## src/rtl/avg_tx_pkg.sv

```systemverilog
// Shared definitions for the averaged-frame USB transmitter.
//   tx_state_e          : transmitter FSM states
//   CRC16_POLY          : USB CRC16 generator polynomial (normal form)
//   CRC16_INIT          : CRC seed loaded at the start of each packet
//   DEFAULT_FRAME_BYTES : 64 data bytes + 2 header bytes
//   reflect16()         : bit-reverses a 16-bit word (LSB-first CRC form)
package avg_tx_pkg;

    typedef enum logic [1:0] {
        StIdle  = 2'd0,
        StData  = 2'd1,
        StCrcLo = 2'd2,
        StCrcHi = 2'd3
    } tx_state_e;

    localparam logic [15:0] CRC16_POLY          = 16'h8005;
    localparam logic [15:0] CRC16_INIT          = 16'hFFFF;
    localparam int unsigned DEFAULT_FRAME_BYTES = 66;

    function automatic logic [15:0] reflect16(input logic [15:0] v);
        logic [15:0] r;
        for (int i = 0; i < 16; i++) begin
            r[i] = v[15-i];
        end
        return r;
    endfunction

endpackage

```

## src/rtl/tx_crc16_byte.sv

```systemverilog
// Combinational USB CRC16 update for one data byte (reflected, LSB-first).
// Ports:
//   i_crc  [15:0] : current CRC register value
//   i_data [7:0]  : byte being transferred
//   o_crc  [15:0] : CRC after absorbing i_data
module tx_crc16_byte
    import avg_tx_pkg::*;
(
    input  logic [15:0] i_crc,
    input  logic [7:0]  i_data,
    output logic [15:0] o_crc
);

    // Reflected polynomial lets the shift run right, consuming the byte LSB first.
    localparam logic [15:0] PolyRefl = reflect16(CRC16_POLY);

    logic [15:0] w_acc;

    always_comb begin
        w_acc = i_crc ^ {8'h00, i_data};
        for (int i = 0; i < 8; i++) begin
            if (w_acc[0]) begin
                w_acc = (w_acc >> 1) ^ PolyRefl;
            end else begin
                w_acc = w_acc >> 1;
            end
        end
        o_crc = w_acc;
    end

endmodule

```

## src/rtl/avg_frame_tx.sv

```systemverilog
// Serialises one averaged frame into a byte stream for the USB transmit path.
// A frame is captured on frame_load while idle and sent byte 0 first; new
// loads arriving while a frame is held are rejected with a frame_drop pulse.
// Optional feature macro: AVG_TX_CRC_EN appends the inverted USB CRC16
// (low byte, then high byte with tx_last). Without it, tx_last marks the
// final data byte.
// Ports:
//   clk        : clock, rising edge
//   rst        : synchronous active-high reset
//   frame_in   : averaged frame, sampled when frame_load is high
//   frame_load : one-cycle load strobe
//   tx_ready   : sink accepts tx_data this cycle
//   tx_data    : byte presented to the sink (0 when idle)
//   tx_valid   : tx_data valid
//   tx_last    : final byte of the packet
//   busy       : frame held or being sent
//   frame_drop : one-cycle pulse after a rejected frame_load
module avg_frame_tx
    import avg_tx_pkg::*;
#(
    parameter int unsigned FRAME_BYTES = DEFAULT_FRAME_BYTES,
    parameter int unsigned FRAME_W     = FRAME_BYTES * 8
) (
    input  logic               clk,
    input  logic               rst,
    input  logic [FRAME_W-1:0] frame_in,
    input  logic               frame_load,
    input  logic               tx_ready,
    output logic [7:0]         tx_data,
    output logic               tx_valid,
    output logic               tx_last,
    output logic               busy,
    output logic               frame_drop
);

    localparam int unsigned     CntW    = (FRAME_BYTES > 1) ? $clog2(FRAME_BYTES) : 1;
    localparam logic [CntW-1:0] LastIdx = CntW'(FRAME_BYTES - 1);

    tx_state_e                   r_state;
    tx_state_e                   w_state_next;
    logic [CntW-1:0]             r_cnt;
    logic [FRAME_BYTES-1:0][7:0] r_held;
    logic                        r_drop;
    logic                        w_load_ok;
    logic                        w_data_xfer;
    logic                        w_last_data;

    assign w_load_ok   = (r_state == StIdle) && frame_load;
    assign w_data_xfer = (r_state == StData) && tx_ready;
    assign w_last_data = (r_cnt == LastIdx);
    assign frame_drop  = r_drop;

`ifdef AVG_TX_CRC_EN
    logic [15:0] r_crc;
    logic [15:0] w_crc_next;

    tx_crc16_byte u_crc (
        .i_crc  (r_crc),
        .i_data (r_held[r_cnt]),
        .o_crc  (w_crc_next)
    );

    always_ff @(posedge clk) begin
        if (rst) begin
            r_crc <= CRC16_INIT;
        end else if (w_load_ok) begin
            r_crc <= CRC16_INIT;
        end else if (w_data_xfer) begin
            r_crc <= w_crc_next;
        end
    end
`endif

    // Holding register needs no reset: it is only observed outside StIdle.
    always_ff @(posedge clk) begin
        if (w_load_ok) begin
            r_held <= frame_in;
        end
    end

    always_ff @(posedge clk) begin
        if (rst) begin
            r_state <= StIdle;
            r_cnt   <= '0;
            r_drop  <= 1'b0;
        end else begin
            r_state <= w_state_next;
            r_drop  <= frame_load && (r_state != StIdle);
            if (w_load_ok) begin
                r_cnt <= '0;
            end else if (w_data_xfer && !w_last_data) begin
                r_cnt <= r_cnt + CntW'(1);
            end
        end
    end

    always_comb begin
        w_state_next = r_state;
        tx_data      = 8'h00;
        tx_valid     = 1'b0;
        tx_last      = 1'b0;
        busy         = 1'b0;
        unique case (r_state)
            StIdle: begin
                if (frame_load) begin
                    w_state_next = StData;
                end
            end
            StData: begin
                tx_valid = 1'b1;
                busy     = 1'b1;
                tx_data  = r_held[r_cnt];
`ifdef AVG_TX_CRC_EN
                if (tx_ready && w_last_data) begin
                    w_state_next = StCrcLo;
                end
`else
                tx_last = w_last_data;
                if (tx_ready && w_last_data) begin
                    w_state_next = StIdle;
                end
`endif
            end
`ifdef AVG_TX_CRC_EN
            StCrcLo: begin
                tx_valid = 1'b1;
                busy     = 1'b1;
                tx_data  = ~r_crc[7:0];
                if (tx_ready) begin
                    w_state_next = StCrcHi;
                end
            end
            StCrcHi: begin
                tx_valid = 1'b1;
                busy     = 1'b1;
                tx_last  = 1'b1;
                tx_data  = ~r_crc[15:8];
                if (tx_ready) begin
                    w_state_next = StIdle;
                end
            end
`endif
            default: begin
                w_state_next = StIdle;
            end
        endcase
    end

endmodule

```

## config.mk

```make
export PLATFORM = sky130hd
export DESIGN_NAME = avg_frame_tx
export DESIGN_NICKNAME = d
export VERILOG_FILES = /design/src/rtl/avg_tx_pkg.sv /design/src/rtl/tx_crc16_byte.sv /design/src/rtl/avg_frame_tx.sv
export SDC_FILE = /design/constraint.sdc
export NUM_CORES = 1
export LEC_CHECK = 0
export BUFFER_PORTS_ARGS = -buffer_cell sky130_fd_sc_hd__buf_2
export CORE_MARGIN = 2
export CORE_UTILIZATION = 45
export DETAILED_ROUTE_END_ITERATION = 12
export PLACE_DENSITY = 0.7
export SYNTH_ARGS = -nofsm -noshare
export SYNTH_HDL_FRONTEND = slang
export SYNTH_SLANG_ARGS = --single-unit
```

## constraint.sdc

```tcl
create_clock -name clk -period 44.5 [get_ports clk]
set_clock_uncertainty 0.05 [all_clocks]
set_input_delay 4.45 -clock clk [delete_from_list [all_inputs] [get_ports clk]]
set_output_delay 4.45 -clock clk [all_outputs]
set_load 0.01 [all_outputs]
```

==> results of run 1 <==
[sequential cells by signal (all words and copies together) (netlist names)]
signal	flops
r_cnt	7
frame_drop	1
r_held	528
r_state	1
[layout make-up]
| class | instances | area (µm²) | area share, % |
|---|---|---|---|
| flip-flops and latches | 537 | 16000 | 62.3 |
| multi-input cells | 336 | 4330 | 16.8 |
| repair buffers | 557 | 2840 | 11.0 |
| clock buffers | 65 | 1440 | 5.57 |
| well taps | 600 | 751 | 2.91 |
| clock inverters | 38 | 332 | 1.29 |
| diodes | 16 | 40.0 | 0.155 |
| inverters | 1 | 3.75 | 0.0146 |
[metal layers]
metal | GRT usage (%) | vias to the layer above | routed length [µm]
li1 | - | 5097 | -
met1 | 29.0 | 5893 | 20800
met2 | 38.5 | 579 | 27900
met3 | 6.47 | 119 | 4800
met4 | 8.14 | 18 | 1630
met5 | 0 | - | 125
[stage by stage]
step	hold slack, ps	area [µm²]
final	562	25800
after global routing	582	25800
after CTS	541	25700
after detailed placement	532	24000
after global placement	515	24000
after floorplan	458	20700
[power breakdown]
group | internal, µW | total, µW | switching (µW) | leakage, µW
registers | 590 | 598 | 8.75 | 0.00510
logic | 35.2 | 69.6 | 34.4 | 0.00332
clock network | 260 | 451 | 191 | 0.000877
total | 885 | 1120 | 234 | 0.00930
[cell families (layout without fill, tap and decap cells)]
kind of cell,Yosys count,after routing,synth area share [%]
xor gates and xnor gates,4,4,0.170
adders and majority gates,2,2,0.121
buffers and inverters,51,661,1.57
other,0,16,0
muxes,176,176,15.8
DFF,537,537,77.6
AOI/OAI and AO/OA,83,83,2.82
and+or+nand+nor,71,71,1.92
[cell usage in the layout (no fill, tap or decap), types with 11 or more instances in the layout]
cell	netlist	layout
clkinv_1	0	13
nor2_1	17	16
o21ai_0	16	16
buf_2	18	543
mux4_2	108	108
clkinv_2	0	14
edfxtp_1	528	528
buf_4	11	13
a22oi_1	11	11
clkbuf_16	0	56
diode_2	0	16
mux2i_1	54	54
[how the worst max path moves through the flow]
stage	startpoint	endpoint	slack (ps)	depth (start not counted)
floorplan	frame_load	r_cnt[0]	14950	4
global route	r_cnt[0]	tx_data[4]	35280	7
global placement	frame_load	r_held[259]	36120	5
finish	r_cnt[0]	tx_data[1]	35720	7
detailed placement	frame_load	r_held[275]	35940	5
CTS	r_cnt[0]	tx_data[1]	35540	7
[worst reg2reg max path, cell delays in order, from the launching register on]
cell and delay (ps):
dfxtp_1 480, nor2b_4 820, buf_4 730, buf_4 950, buf_4 990
==> impl_metrics.yaml, run 1 <==
run_status:
  status: "finished clean"
run:
  cap_violations: 0
floorplanning:
  ios: 544
  core_region_area_um2: 45400
  start_util_pct: 45.5
  die_w_um: 218
  dieHeight_um: 218
  rows: 78
  dieArea_um2: 47700
finish:
  fin_nets: 2022
  fin_cells: 2150
  post-route-util_pct: 56.8
  nFillCells: 3467
  syn2layout_area_growth_pct: 24.7
  drive_above_1_share_pct: 49.7
place:
  place_ws_ps: 35940
  place_congestion: 0.812
  post-place-cells: 2031
  hpwl_um: 39200
  io_buffer_count: 543
worst_setup_path:
  worst_r2r_path_depth: 4
  cp-end-kind: "output port"
  cpMostUsedCell: "o21ai_1"
  critPathLaunchType: "flip-flop"
  reg2reg_slack_ps: 40020
  crit_arrival_ps: 4280
  cp_num_buf_inv: 2
  cp_max_fo: 32
  critPathSlowestCell: "a2111oi_0"
  crit_type: "reg -> out"
  max_stage_delay_ps: 910
  path_delay_family: "compound AO/OA/AOI/OAI gates"
  r2r_end: "r_held[318]"
  cp_data_required_time_ps: 40000
  path_cells: "buf_4 > mux4_2 > a22oi_1 > o21ai_1 > a2111oi_0 > o21ai_1 > buf_2"
  rr_startpoint: "r_state[0]"
sta:
  fin_crit_sh_pct: 19.7
  setup_viol: 0
  min_period_ps: 8780
  fin_setup_tns_ps: 0
  layout_setup_ws_ps: 35720
  hold_viol_final: 0
  worstMarginPinSlew_ps: 1150
  relSlewSlack_pct: 23.3
  max_freq_mhz: 114
  rsz0062_at_grt: "false"
  maxSlewViolCount: 0
synthesis:
  yosysWarnings: 0
  yosysSeqAreaShare_pct: 77.6
  synth_edf_count: 528
  yosys.area.top_type: "edfxtp_1"
  yosysTopAreaCellShare_pct: 76.7
  ys.flop_type: "edfxtp_1"
  synthTopCellsByCount: "528 x edfxtp_1, 108 x mux4_2, 54 x mux2i_1, 18 x buf_2, 17 x nor2_1"
  synth.most_common_cell: "edfxtp_1"
  async_flop_share_pct: 0
  synth.area.top_cells: "edfxtp_1 77%, mux4_2 12%, mux2i_1 2.6%"
  netlist_area_um2: 20700
  syn-num-nets: 1458
  avgSynthCellArea_um2: 22.4
  synth_cells: 924
  synth_cell_type_count: 54
  ys_ff_latch: 537
grt:
  grt_use_total_pct: 23.0
  grt_pass1_vias: 12252
  grt_max_degree: 194
  antenna_found_initial: 23
  grt_pass1_wl_um: 78000
  grt_overflow_total: 0
hold_path:
  holdCritStartpoint: "r_cnt[6]"
  hold_depth: 2
  hold_path_end: "r_cnt[6]"
  hold_class: "reg -> reg"
routing:
  antenna_left: 0
  drt-pass1-iter-count: 5
  wl_per_cell_um: 25.7
  vias_per_cell: 5.44
  drc: 0
  vias: 11706
  finalWirelength_um: 55300
  first_iter_violations: 1162
cts:
  h-tree-depth: 2
  cts_made_buffers: 55
  root_buffer: "clkbuf_16"
  cts_resized: 0
  clk_pin_slew_worst_paths_ps: 60
  clkLatencyLatePin_ps: 590
  ctsHoldBuffers: 0
  clkSinkCount: 537
  clockBufferDepth: 3
  cts_tree: "done"
  cts_setup_buffers: 0
power:
  power_uw: 1120
  ir_worst_vdd_v: 0.0000314
  p_leak_uw: 0.00930
  power.density_nw_per_um2: 43.4
(Power assumes the default switching activity.)
==> run 2: changes to the inputs <==
==> constraint.sdc (replaced) <==
create_clock -name clk -period 8.3 [get_ports clk]
set_clock_uncertainty 0.05 [all_clocks]
set_input_delay 0.83 -clock clk [delete_from_list [all_inputs] [get_ports clk]]
set_output_delay 0.83 -clock clk [all_outputs]
set_load 0.01 [all_outputs]
==> run 2 against run 1 <==
  * Sequential cell count stayed put
  * Sequential power grew to 5.4 times the previous value
  * Wire length is 0.79% lower
  * Critical path depth stayed put
  * Clock power grew to 5.4 times the previous value
  * Register-to-register slack worse by 35000 ps
  * Core utilization is 0.061 points higher
  * Global-route usage is 0.18 points lower
  * Via count is 1.8% lower
  * Hold slack worse by 210 ps
  * Critical endpoint is now tx_data[4]
  * Largest cell class unchanged
==> impl_metrics.yaml, run 2 (synthesized netlist as in run 1, its figures left out) <==
cts:
  cts_tree: "done"
  ctsHoldBuffers: 0
  cts_setup_buffers: 0
  h-tree-depth: 2
  root_buffer: "clkbuf_16"
  clockBufferDepth: 3
  cts_made_buffers: 55
  clk_pin_slew_worst_paths_ps: 60
  cts_resized: 0
  clkLatencyLatePin_ps: 590
  clkSinkCount: 537
place:
  io_buffer_count: 543
  place_area_um2: 24000
  hpwl_um: 38800
  place_ws_ps: 3420
  place_congestion: 0.833
worst_setup_path:
  cp_max_fo: 73
  cp_data_required_time_ps: 7420
  crit_arrival_ps: 4460
  critPathSlowestCell: "a2111oi_0"
  timing.critical_path.from: "r_cnt[0]"
  path_cells: "buf_12 > mux4_2 > a22oi_1 > o21ai_1 > a2111oi_0 > o21ai_1 > buf_2"
  max_stage_delay_ps: 1040
  rr_startpoint: "r_state[0]"
  critPathLaunchType: "flip-flop"
  crit_type: "reg -> out"
  cp-end-kind: "output port"
  cpMostUsedCell: "o21ai_1"
grt:
  grt_pass1_wl_um: 78100
  grt_use_total_pct: 22.9
  grt_pass1_vias: 12352
  grt_overflow_total: 0
  grt_max_degree: 213
  antenna_found_initial: 13
routing:
  antenna_left: 0
  vias: 11499
  drt-pass1-iter-count: 7
  vias_per_cell: 5.38
  first_iter_violations: 1089
  drc: 0
  finalWirelength_um: 54800
  wl_per_cell_um: 25.6
floorplanning:
  dieHeight_um: 218
  start_util_pct: 45.5
  rows: 78
  ios: 544
  die_w_um: 218
  core_region_area_um2: 45400
  dieArea_um2: 47700
sta:
  fin_crit_sh_pct: 64.3
  max_freq_mhz: 187
  rsz0062_at_grt: "false"
  setup_viol: 0
  min_period_ps: 5340
  layout_setup_ws_ps: 2960
  timing.hold.ws_ps: 357
  maxSlewViolCount: 0
  fin_setup_tns_ps: 0
  worstMarginPinSlew_ps: 1180
  hold_viol_final: 0
  relSlewSlack_pct: 19.0
finish:
  stdcell_area_um2: 25800
  regMostFlops: "r_held"
  final_common_cell: "buf_2"
  nFillCells: 3390
  reg_top3: "r_held (528), r_cnt (7)"
  fin_nets: 2018
  drive_above_1_share_pct: 49.5
  post-route-util_pct: 56.9
  syn2layout_area_growth_pct: 24.8
  largest_reg_flops: 528
  final_cell_mix: "543 x buf_2, 528 x edfxtp_1, 108 x mux4_2, 57 x clkbuf_16, 54 x mux2i_1"
hold_path:
  holdCritStartpoint: "frame_in[314]"
  hold_class: "in -> reg"
power:
  p_leak_uw: 0.00929
  ir_worst_vdd_v: 0.000224
  power.density_nw_per_um2: 234
run:
  cap_violations: 0
run_status:
  status: "finished clean"
run 2: cell types whose count changed in the layout (fill, tap and decap cells not counted), moves of 2 or more:
cell	before	now
buf_4	13	5
diode_2	16	10
buf_12	1	5
clkinvlp_4	0	3
clkinv_2	14	12
clkinv_4	2	0
run 2: layout make-up:
cell class / instances / area [µm²] / share of cell area, %
inverters: 1 / 3.75 / 0.0145
repair buffers: 553 / 2860 / 11.1
flip-flops and latches: 537 / 16000 / 62.2
multi-input cells: 336 / 4330 / 16.8
diodes: 10 / 25.0 / 0.0970
clock inverters: 37 / 333 / 1.29
clock buffers: 65 / 1460 / 5.64
well taps: 600 / 751 / 2.91
run 2: power breakdown:
part / switching (µW) / leakage, µW / internal [µW]
clock network: 1010 / 0.000875 / 1440
registers: 47.3 / 0.00510 / 3160
logic: 184 / 0.00332 / 191
run 2: through the flow:
| step | std cells | power, µW |
|---|---|---|
| finish | 2139 | 6030 |
| global route | 2139 | 6220 |
| CTS | 2129 | 6080 |
| detailed placement | 2027 | 3640 |
| global placement | 2027 | 3630 |
| floorplan | 924 | 3470 |
run 2: critical path: cells and delay by family (launching register included):
kind	cells	cell delay, ps
flops	1	900
mux	1	570
buf+inv	2	680
compound gates	4	1600
run 2: path summary, 6_finish.rpt:
kind,end,slack [ps],depth (start not counted)
worst min register to register,r_cnt[6],560,2
worst max register to register,r_held[521],5200,3
worst max-delay path,tx_data[4],2960,7
worst min-delay path,r_held[314],360,1
run 2: metal layers:
| metal | GRT usage [%] | share of wire (%) |
|---|---|---|
| met5 | 0 | 0.047 |
| met4 | 7.76 | 2.5 |
| met3 | 5.18 | 7.2 |
| met2 | 38.5 | 51 |
| met1 | 29.4 | 39 |
